--- src/rtl/mul_share_pkg.sv ---
// rtl/mul_share_pkg.sv - shared encodings, FSM states and result correction for mul_share_ctrl
//
// Contents:
//   OP_MUL .. OP_MULHU  2-bit operation encodings carried on req_op
//   state_t             controller states
//   hi_fix()            turns the signed high word into MULH/MULHSU/MULHU results

package mul_share_pkg;

   localparam logic [1:0] OP_MUL    = 2'b00;
   localparam logic [1:0] OP_MULH   = 2'b01;
   localparam logic [1:0] OP_MULHSU = 2'b10;
   localparam logic [1:0] OP_MULHU  = 2'b11;

   typedef enum logic [2:0] {
      ST_IDLE,
      ST_ISSUE,
      ST_WAIT,
      ST_RESP,
      ST_COOL
   } state_t;

   // The shared multiplier only produces the signed x signed product.
   // Reinterpreting an operand as unsigned adds 2^32 * operand when its
   // sign bit is set, which in the high word is just "+ other operand".
   // The 2^64 cross term of MULHU falls off the top. Sums wrap mod 2^32.
   function automatic logic [31:0] hi_fix(input logic [1:0]  op,
                                          input logic [31:0] a,
                                          input logic [31:0] b,
                                          input logic [31:0] hs);
      logic [31:0] fix_a;
      logic [31:0] fix_b;
      fix_a = ((op == OP_MULHU) && a[31]) ? b : 32'd0;
      fix_b = (((op == OP_MULHU) || (op == OP_MULHSU)) && b[31]) ? a : 32'd0;
      return hs + fix_a + fix_b;
   endfunction

endpackage

--- src/rtl/rr_arbiter.sv ---
// rtl/rr_arbiter.sv - combinational round-robin grant selection
//
// Ports:
//   req  in   N        pending requests
//   ptr  in   PW       highest-priority index this round (0..N-1)
//   gnt  out  N        one-hot grant of the first set req at or after ptr, wrapping; zero if none

module rr_arbiter #(
   parameter int N  = 4,
   parameter int PW = (N > 1) ? $clog2(N) : 1
) (
   input  logic [N-1:0]  req,
   input  logic [PW-1:0] ptr,
   output logic [N-1:0]  gnt
);

   localparam int PW1 = PW + 1;

   // One extra bit: ptr + i peaks at 2N-2, which needs PW+1 bits.
   logic [PW:0]   sum;
   logic [PW-1:0] idx;
   logic          found;

   always_comb begin
      gnt   = '0;
      found = 1'b0;
      sum   = '0;
      idx   = '0;
      for (int i = 0; i < N; i++) begin
         sum = {1'b0, ptr} + PW1'(i);
         if (sum >= PW1'(N)) begin
            sum = sum - PW1'(N);
         end
         idx = sum[PW-1:0];
         if (!found && req[idx]) begin
            gnt[idx] = 1'b1;
            found    = 1'b1;
         end
      end
   end

endmodule

--- src/rtl/mul_share_ctrl.sv ---
// rtl/mul_share_ctrl.sv - round-robin sharing of one multi-cycle signed multiplier among NREQ requesters
//
// Ports:
//   clk         in   1        rising-edge clock
//   rst         in   1        synchronous active-low reset
//   req_valid   in   NREQ     request pending per requester
//   req_ready   out  NREQ     request accepted this cycle (one-hot or zero)
//   req_op      in   2*NREQ   per requester: 00 MUL, 01 MULH, 10 MULHSU, 11 MULHU
//   req_a       in   32*NREQ  rs1 per requester
//   req_b       in   32*NREQ  rs2 per requester
//   resp_valid  out  NREQ     result valid to the owning requester (one-hot or zero)
//   resp_ready  in   NREQ     requester takes the result
//   resp_data   out  32       shared result bus
//   resp_err    out  1        multiplier timed out; resp_data is 0
//   mul_start   out  1        one-cycle start pulse
//   mul_x       out  32       multiplicand, held for the whole multiply
//   mul_y       out  32       multiplier, held for the whole multiply
//   mul_z       in   64       signed product, used only with mul_valid
//   mul_valid   in   1        one-cycle product-valid pulse

module mul_share_ctrl
   import mul_share_pkg::*;
#(
   parameter int NREQ    = 4,
   parameter int TIMEOUT = 64,
   parameter int COOL    = 40
) (
   input  logic                 clk,
   input  logic                 rst,
   input  logic [NREQ-1:0]      req_valid,
   output logic [NREQ-1:0]      req_ready,
   input  logic [2*NREQ-1:0]    req_op,
   input  logic [32*NREQ-1:0]   req_a,
   input  logic [32*NREQ-1:0]   req_b,
   output logic [NREQ-1:0]      resp_valid,
   input  logic [NREQ-1:0]      resp_ready,
   output logic [31:0]          resp_data,
   output logic                 resp_err,
   output logic                 mul_start,
   output logic [31:0]          mul_x,
   output logic [31:0]          mul_y,
   input  logic [63:0]          mul_z,
   input  logic                 mul_valid
);

   localparam int PW = $clog2(NREQ);
   localparam int WW = $clog2(TIMEOUT + 1);
   localparam int CW = $clog2(COOL + 1);

   state_t          state_q;
   state_t          state_d;
   logic [PW-1:0]   ptr_q;
   logic [PW-1:0]   gidx_q;
   logic [PW-1:0]   gidx_sel;
   logic [NREQ-1:0] gnt;
   logic [NREQ-1:0] gnt_q;
   logic [1:0]      op_q;
   logic [1:0]      op_sel;
   logic [31:0]     a_sel;
   logic [31:0]     b_sel;
   logic [63:0]     z_q;
   logic            cap_q;
   logic [WW-1:0]   wd_q;
   logic [CW-1:0]   cool_q;
   logic [31:0]     result;

   logic            accept;
   logic            capture;
   logic            finish;
   logic            timeout;
   logic            resp_done;

   rr_arbiter #(
      .N  (NREQ),
      .PW (PW)
   ) u_arb (
      .req (req_valid),
      .ptr (ptr_q),
      .gnt (gnt)
   );

   // Operand mux for the granted requester.
   always_comb begin
      a_sel    = '0;
      b_sel    = '0;
      op_sel   = OP_MUL;
      gidx_sel = '0;
      for (int i = 0; i < NREQ; i++) begin
         if (gnt[i]) begin
            a_sel    = req_a[32*i +: 32];
            b_sel    = req_b[32*i +: 32];
            op_sel   = req_op[2*i +: 2];
            gidx_sel = PW'(i);
         end
      end
   end

   // mul_x/mul_y double as the latched rs1/rs2 for the correction terms.
   assign result = (op_q == OP_MUL) ? z_q[31:0] : hi_fix(op_q, mul_x, mul_y, z_q[63:32]);

   // Grants are suppressed while reset is held so no handshake is lost.
   assign req_ready  = ((state_q == ST_IDLE) && rst) ? gnt : '0;
   assign resp_valid = (state_q == ST_RESP) ? gnt_q : '0;
   assign mul_start  = (state_q == ST_ISSUE);

   always_comb begin
      state_d   = state_q;
      accept    = 1'b0;
      capture   = 1'b0;
      finish    = 1'b0;
      timeout   = 1'b0;
      resp_done = 1'b0;
      case (state_q)
         ST_IDLE: begin
            if (|gnt) begin
               accept  = 1'b1;
               state_d = ST_ISSUE;
            end
         end
         ST_ISSUE: begin
            state_d = ST_WAIT;
         end
         ST_WAIT: begin
            // Product is captured first, the corrected result registered a cycle later.
            if (cap_q) begin
               finish  = 1'b1;
               state_d = ST_RESP;
            end else if (mul_valid) begin
               capture = 1'b1;
            end else if (wd_q == WW'(TIMEOUT - 1)) begin
               timeout = 1'b1;
               state_d = ST_RESP;
            end
         end
         ST_RESP: begin
            if (|(resp_ready & gnt_q)) begin
               resp_done = 1'b1;
               state_d   = resp_err ? ST_COOL : ST_IDLE;
            end
         end
         ST_COOL: begin
            // Lets a late product from the timed-out job drain unseen.
            if (cool_q == CW'(COOL - 1)) begin
               state_d = ST_IDLE;
            end
         end
         default: begin
            state_d = ST_IDLE;
         end
      endcase
   end

   always_ff @(posedge clk) begin
      if (!rst) begin
         state_q   <= ST_IDLE;
         ptr_q     <= '0;
         gidx_q    <= '0;
         gnt_q     <= '0;
         op_q      <= OP_MUL;
         mul_x     <= '0;
         mul_y     <= '0;
         z_q       <= '0;
         cap_q     <= 1'b0;
         wd_q      <= '0;
         cool_q    <= '0;
         resp_data <= '0;
         resp_err  <= 1'b0;
      end else begin
         state_q <= state_d;

         if (accept) begin
            mul_x  <= a_sel;
            mul_y  <= b_sel;
            op_q   <= op_sel;
            gidx_q <= gidx_sel;
            gnt_q  <= gnt;
         end

         if (state_q == ST_ISSUE) begin
            wd_q  <= '0;
            cap_q <= 1'b0;
         end else if (state_q == ST_WAIT) begin
            wd_q <= wd_q + WW'(1);
         end

         if (capture) begin
            z_q   <= mul_z;
            cap_q <= 1'b1;
         end

         if (finish) begin
            resp_data <= result;
            resp_err  <= 1'b0;
         end

         if (timeout) begin
            resp_data <= '0;
            resp_err  <= 1'b1;
         end

         if (resp_done) begin
            ptr_q     <= (gidx_q == PW'(NREQ - 1)) ? '0 : gidx_q + PW'(1);
            resp_data <= '0;
            resp_err  <= 1'b0;
         end

         if (state_q == ST_COOL) begin
            cool_q <= cool_q + CW'(1);
         end else begin
            cool_q <= '0;
         end
      end
   end

endmodule

--- config.mk ---
export PLATFORM = sky130hd
export DESIGN_NAME = mul_share_ctrl
export DESIGN_NICKNAME = d
export VERILOG_FILES = /design/src/rtl/mul_share_pkg.sv /design/src/rtl/rr_arbiter.sv /design/src/rtl/mul_share_ctrl.sv
export SDC_FILE = /design/constraint.sdc
export NUM_CORES = 1
export LEC_CHECK = 0
export BUFFER_PORTS_ARGS = -buffer_cell sky130_fd_sc_hd__buf_2
export CAP_MARGIN = 5
export CORE_MARGIN = 8
export CORE_UTILIZATION = 30
export CTS_CLUSTER_DIAMETER = 40
export DETAILED_ROUTE_END_ITERATION = 6
export PLACE_DENSITY_LB_ADDON = 0.05
export REMOVE_ABC_BUFFERS = 1
export SYNTH_ARGS = -nofsm -noshare
export SYNTH_HDL_FRONTEND = slang
export SYNTH_SLANG_ARGS = --single-unit
--- constraint.sdc ---
create_clock -name clk -period 10.4 [get_ports clk]
set_clock_uncertainty 0.15 [all_clocks]
set_input_delay 1.04 -clock clk [delete_from_list [all_inputs] [get_ports clk]]
set_output_delay 1.04 -clock clk [all_outputs]
set_load 0.01 [all_outputs]
==> flow_summary.yaml, run 1 <==
floorplan:
  row_count: 72
  floorplan.die.width_um: 214.5
  io_pins: 445
  initial_core_util_pct: 30.51
  die_area_sq_um: 46000
  core_area_sq_um: 38740
  die_y_um: 214.5
timing:
  final-hold-violation-count: 0
  max_slew_headroom_pct: 31.45
  report.final.slew_viol_count: 0
  worst-slew-pin-transition_ps: 1026
  setup-tns-final_ps: 0
  min_period_ps: 5423
  unrepaired_setup_endpoints_after_global_routing: "no"
  fmax_ghz: 0.1844
  ratio_of_final_minimum_period_to_clock_period_pct: 52.15
  setup_violation_total_in_the_final_timing_report: 0
cts:
  cts_hold_buffers: 0
  cts.reportedPaths.clkPinSlew_ps: 80
  postCtsSetupBuffers: 0
  cts-htree-levels: 4
  cts_tree: "yes"
  cts.sinks: 188
  clock_path_buffers: 2
  later_pin_clock_latency_in_the_skew_report_ps: 450
  tritoncts.num_buffers: 17
  clk_root_buffer_cell: "clkbuf_16"
  cts_resized: 0
yosys:
  synth_edf_count: 0
  synth.yosys.warnings: 0
  synth_async_sr_flop_share_pct: 0
  synthMostInstantiatedCell: "nand2_1"
  synth_top_area_share_pct: 31.85
  yosysTopAreaCell: "dfxtp_1"
  synth-main-ff-cell: "dfxtp_1"
  synth.avg_cell_area_sq_um: 7.518
  synth.yosys.seq_area_share_pct: 31.85
  yosys-top-cells-count: "nand2_1 (264), a21oi_1 (243), dfxtp_1 (188)"
  post_synth_inst_count: 1572
  netlist_area_sq_um: 11820
  post_synth_main_area_contributors: "dfxtp_1 (32%), a21oi_1 (10%), nand2_1 (8.4%)"
  synth.lib_cells_used.distinct: 66
  ys_ff_latch: 188
grt:
  vias_in_the_first_global_route: 12600
  grt_antenna_before_repair: 8
  global_route.overflow_total: 0
  track_usage_pct: 20.04
  largest_net_degree_at_the_start_of_global_routing: 82
  grt_first_pass_wirelength_mm: 74.01
worst_setup_path:
  critPathCaptureType: "register"
  timing.rr.start: "op_q[1]"
  r2r_end: "resp_data[30]"
  crit_path_start_kind: "register"
  critical_path_arrival_ps: 5560
  r2r_slack_ps: 4980
  worstPathMaxFanout: 36
  logic_depth_of_the_worst_register_to_register_path: 12
  timing_worst_setup_path_type: "register to register"
  crit_required_ps: 10530
routing:
  route.detailed.vias_per_inst: 5.122
  ant_nets: 0
  router_iterations_before_antenna_repair: 5
  wire_per_inst_um: 19.53
  route.final.wire_length_mm: 48.00
  drt-initial-drc-count: 657
  drc: 0
  vias: 12590
power_and_ir_drop:
  report.power.total_mw: 2.188
  power_density_nw_per_um2: 147.0
  vdd_ir_drop_max_v: 0.00008362
  leakage_nw: 6.658
flow_run:
  maxCapViolations: 0
outcome:
  run_status: "completed"
layout:
  utilization_pct: 38.42
  post_route_cells_drive_above_1_share_pct: 27.16
  layout.filler_cells: 4185
  layout.nets: 2330
  areaGrowthSynthToFinish_pct: 25.95
placement:
  detailedPlacementHpwl_mm: 36.06
  gp_congestion: 0.8003
  placement.io_buffers: 444
worst_hold_path:
  timing.hold.worst.start: "z_q[29]"
  timing.hold.worst_path_depth: 2
  hold_path_class: "register to register"
  worstHoldEndpoint: "z_q[29]"
-- per-layer routing --
layer	vias up	wire (um)	global-route usage [%]
li1	6320	-	-
met1	5918	22780	26.55
met2	319	22270	32.82
met3	28	2415	4.852
met4	6	502	4.022
met5	-	32	0
-- state kept, by name (all words and copies together) (netlist names), 3 cells and up --
name,count
gnt_q,4
resp_data,32
cool_q,6
mul_x,32
state_q,3
z_q,64
wd_q,7
mul_y,32
-- cells in the final DEF (no fill, tap or decap), drive strengths merged, types with 3 or more instances in the layout --
cell,instances
mux4,4
buf,459
nand4,9
nor3,14
nand3,80
or3,4
dfxtp,188
clkbuf,17
nand2,266
xnor2,14
a211oi,20
nor2b,8
a31o,4
nor3b,3
o21a,6
a31oi,8
diode,7
inv,19
a311oi,79
a21o,17
a22oi,8
and2,45
nand2b,4
ha,39
mux2i,6
clkinv,7
xor2,14
and3,36
o22ai,3
nor2,146
fa,32
or2,4
a21oi,243
o21ai,89
clkinvlp,3
-- logic make-up after synthesis --
| kind of cell | after synthesis | share of synthesized area, % |
|---|---|---|
| buffers and inverters | 144 | 5.114 |
| flip-flops | 188 | 31.85 |
| multiplexers | 10 | 1.271 |
| AO/OA/AOI/OAI | 503 | 26.07 |
| AND/OR/NAND/NOR | 628 | 24.08 |
| XOR/XNOR | 28 | 2.075 |
| adder cells (fa/ha/maj) | 71 | 9.550 |
-- final cells by class --
| cell class | count | area (sq um) | share of cell area, % |
|---|---|---|---|
| Antenna cell | 7 | 17.52 | 0.1177 |
| Tap cell | 518 | 648.1 | 4.354 |
| Inverter | 14 | 53.80 | 0.3615 |
| Multi-Input combinational cell | 1240 | 7506 | 50.43 |
| Clock inverter | 15 | 133.9 | 0.8995 |
| Sequential cell | 188 | 3765 | 25.29 |
| Timing Repair Buffer | 459 | 2335 | 15.69 |
| Clock buffer | 17 | 425.4 | 2.858 |
-- worst max-delay path, stage by stage, from the launching register on --
cell      delay [ps]
dfxtp_2          800
and3_2           720
and2_1           250
fa_1             430
ha_1             390
nand2_1           70
nor3_1           460
nor3_1           140
o311ai_0         700
nand2_1          200
o41ai_1          570
mux2i_1          230
a311oi_1         100
-- power breakdown --
part / total, mW / switching (mW) / leakage (nW) / internal [mW]
sequential: 0.897 / 0.0899 / 1.53 / 0.807
combinational: 0.644 / 0.407 / 4.86 / 0.237
clock: 0.647 / 0.332 / 0.268 / 0.315
-- worst max-delay path by stage --
| stage | to | from | depth (start not counted) | slack [ps] |
|---|---|---|---|---|
| after floorplan | mul_y[0] | req_valid[3] | 7 | 730 |
| after detailed placement | resp_data[30] | op_q[1] | 12 | 5010 |
| after global routing | resp_data[30] | op_q[1] | 12 | 4500 |
| after global placement | resp_data[30] | op_q[1] | 12 | 5190 |
| final | resp_data[30] | op_q[1] | 12 | 4980 |
| after CTS | resp_data[30] | op_q[1] | 12 | 4960 |
-- metrics by stage --
| stage | setup WS [ps] | instances | instance area (sq um) | hold WS, ps |
|---|---|---|---|---|
| 6_report | 4977 | 2458 | 14880 | 307.7 |
| 2_1_floorplan | 726.3 | 1442 | 11270 | 267.6 |
| 4_1_cts | 4960 | 2451 | 14870 | 310.1 |
| 3_3_place_gp | 5186 | 2419 | 14310 | 284.1 |
| 5_1_grt | 4501 | 2454 | 14870 | 322.0 |
| 3_5_place_dp | 5015 | 2419 | 14310 | 300.2 |
(Power assumes the default switching activity.)
==> inputs of run 2 (changes only) <==
==> constraint.sdc (replaced) <==
create_clock -name clk -period 5.4 [get_ports clk]
set_clock_uncertainty 0.15 [all_clocks]
set_input_delay 0.54 -clock clk [delete_from_list [all_inputs] [get_ports clk]]
set_output_delay 0.54 -clock clk [all_outputs]
set_load 0.01 [all_outputs]
==> flow_summary.yaml, run 2 (synthesis gave the netlist of run 1 again) <==
outcome:
  run_status: "completed"
grt:
  vias_in_the_first_global_route: 12720
  met2_grt_util_pct: 33.25
  busiest_layer_in_global_routing: "met2"
  largest_net_degree_at_the_start_of_global_routing: 135
  grt_use_met1_pct: 27.08
  globalRouteMet3Util_pct: 4.852
  grt_antenna_before_repair: 9
  grt_first_pass_wirelength_mm: 75.00
  global_route.overflow_total: 0
  track_usage_pct: 20.37
worst_setup_path:
  timing.critical_path.cells: "and3_2 -> and2_1 -> fa_1 -> ha_1 -> nand2_1 -> nor3_1 -> nor3_1 -> o311ai_0 -> nand2_1 -> o41ai_1 -> mux2i_1 -> a311oi_1"
  critical_path.slowest_cell: "o41ai_1"
  timing.rr.start: "op_q[1]"
  crit_required_ps: 5580
  path_delay_family: "compound AO/OA/AOI/OAI gates"
  critical_path.max_stage_delay_ps: 720
  cp_num_cells: 12
  crit_path_start_kind: "register"
  critical_path.startpoint: "op_q[1]"
  logic_depth_of_the_worst_register_to_register_path: 12
  critPathBufInv: 0
  critical_path_arrival_ps: 5200
  critPathCaptureType: "register"
  timing_worst_setup_path_type: "register to register"
  worstPathMaxFanout: 23
routing:
  drt-initial-drc-count: 671
  wire_per_inst_um: 19.75
  router_iterations_before_antenna_repair: 5
  ant_nets: 0
  route.detailed.vias_per_inst: 5.131
  drc: 0
  vias: 12640
  route.final.wire_length_mm: 48.64
cts:
  later_pin_clock_latency_in_the_skew_report_ps: 450
  cts_hold_buffers: 0
  clk_root_buffer_cell: "clkbuf_16"
  cts_tree: "yes"
  cts-htree-levels: 4
  cts_resized: 0
  tritoncts.num_buffers: 17
  postCtsSetupBuffers: 0
  cts.sinks: 188
  clock_path_buffers: 2
  cts.reportedPaths.clkPinSlew_ps: 80
flow_run:
  maxCapViolations: 0
timing:
  setup_violation_total_in_the_final_timing_report: 0
  setup_ws_post_layout_ps: 389.0
  min_period_ps: 5011
  max_slew_headroom_pct: 30.85
  worst-slew-pin-transition_ps: 1034
  fmax_ghz: 0.1996
  ratio_of_final_minimum_period_to_clock_period_pct: 92.80
  unrepaired_setup_endpoints_after_global_routing: "no"
  final-hold-violation-count: 0
  report.final.slew_viol_count: 0
floorplan:
  die_y_um: 214.5
  core_area_sq_um: 38740
  io_pins: 445
  die_area_sq_um: 46000
  floorplan.die.width_um: 214.5
  initial_core_util_pct: 30.51
  row_count: 72
power_and_ir_drop:
  vdd_ir_drop_max_v: 0.0001463
  power_density_nw_per_um2: 289.7
  leakage_nw: 6.746
placement:
  post-place-cells: 2428
  placement.io_buffers: 444
  post_place_worst_slack_ps: 420.6
  gp_congestion: 0.8411
  detailedPlacementHpwl_mm: 37.58
layout:
  layout.nets: 2339
  utilization_pct: 38.88
  layout.filler_cells: 4203
  post_route_cells_drive_above_1_share_pct: 27.31
  largest_register_ff_count: 64
  largest_register_by_flop_count: "z_q"
  leading_cell_types_in_the_layout_fill_and_taps_excluded: "buf_2 (444), nand2_1 (263), a21oi_1 (243)"
  mostFrequentLayoutCell: "buf_2"
  areaGrowthSynthToFinish_pct: 27.43
  final_cell_count_no_fill: 2463
worst_hold_path:
  timing.hold.worst.start: "mul_z[43]"
  timing.hold.worst_path_depth: 3
  hold_path_class: "input pin to register"
-- run 2: area by class of cell --
cell class / instances / area, sq um / area share [%]
Antenna cell: 4 / 10.01 / 0.06647
Timing Repair Buffer: 468 / 2477 / 16.45
Sequential cell: 188 / 3765 / 25.00
Tap cell: 518 / 648.1 / 4.304
Clock inverter: 9 / 135.1 / 0.8973
Clock buffer: 22 / 464.2 / 3.082
Multi-Input combinational cell: 1240 / 7506 / 49.84
Inverter: 14 / 53.80 / 0.3573
-- run 2: stage by stage --
stage / area [sq um] / setup TNS, ps / power [mW] / hold WS [ps]
detailed placement: 14450 / 0 / 3.086 / 288.6
CTS: 15050 / 0 / 4.427 / 149.8
global placement: 14450 / 0 / 3.079 / 281.9
finish: 15060 / 0 / 4.363 / 176.4
global route: 15050 / 0 / 4.633 / 171.1
floorplan: 11270 / -269060 / 2.423 / 267.6
-- run 2: where the power goes --
group	total, mW	switching (mW)	internal [mW]
clock network	1.33	0.578	0.754
registers	1.73	0.178	1.55
logic	1.30	0.806	0.493
-- run 2: final timing paths --
| check | end | slack [ps] |
|---|---|---|
| setup / recovery | resp_data[30] | 390 |
| hold reg to reg | cool_q[0] | 300 |
| setup reg to reg | resp_data[30] | 390 |
| hold / removal | z_q[43] | 180 |
-- run 2: routing by layer --
metal	share of wire (%)	routed length (um)	vias to the layer above
li1	-	-	6322
met1	47	22780	5912
met2	46	22520	350
met3	5.5	2682	42
met4	1.2	591	12
met5	0.13	65	-
-- run 2: worst reg2reg max path: cells and delay by family, from the launching register on --
kind,cells,cell delay (ps)
DFF,1,570
muxes,1,160
AOI/OAI and AO/OA,3,1670
adders and majority gates,2,850
and+or+nand+nor,6,1520
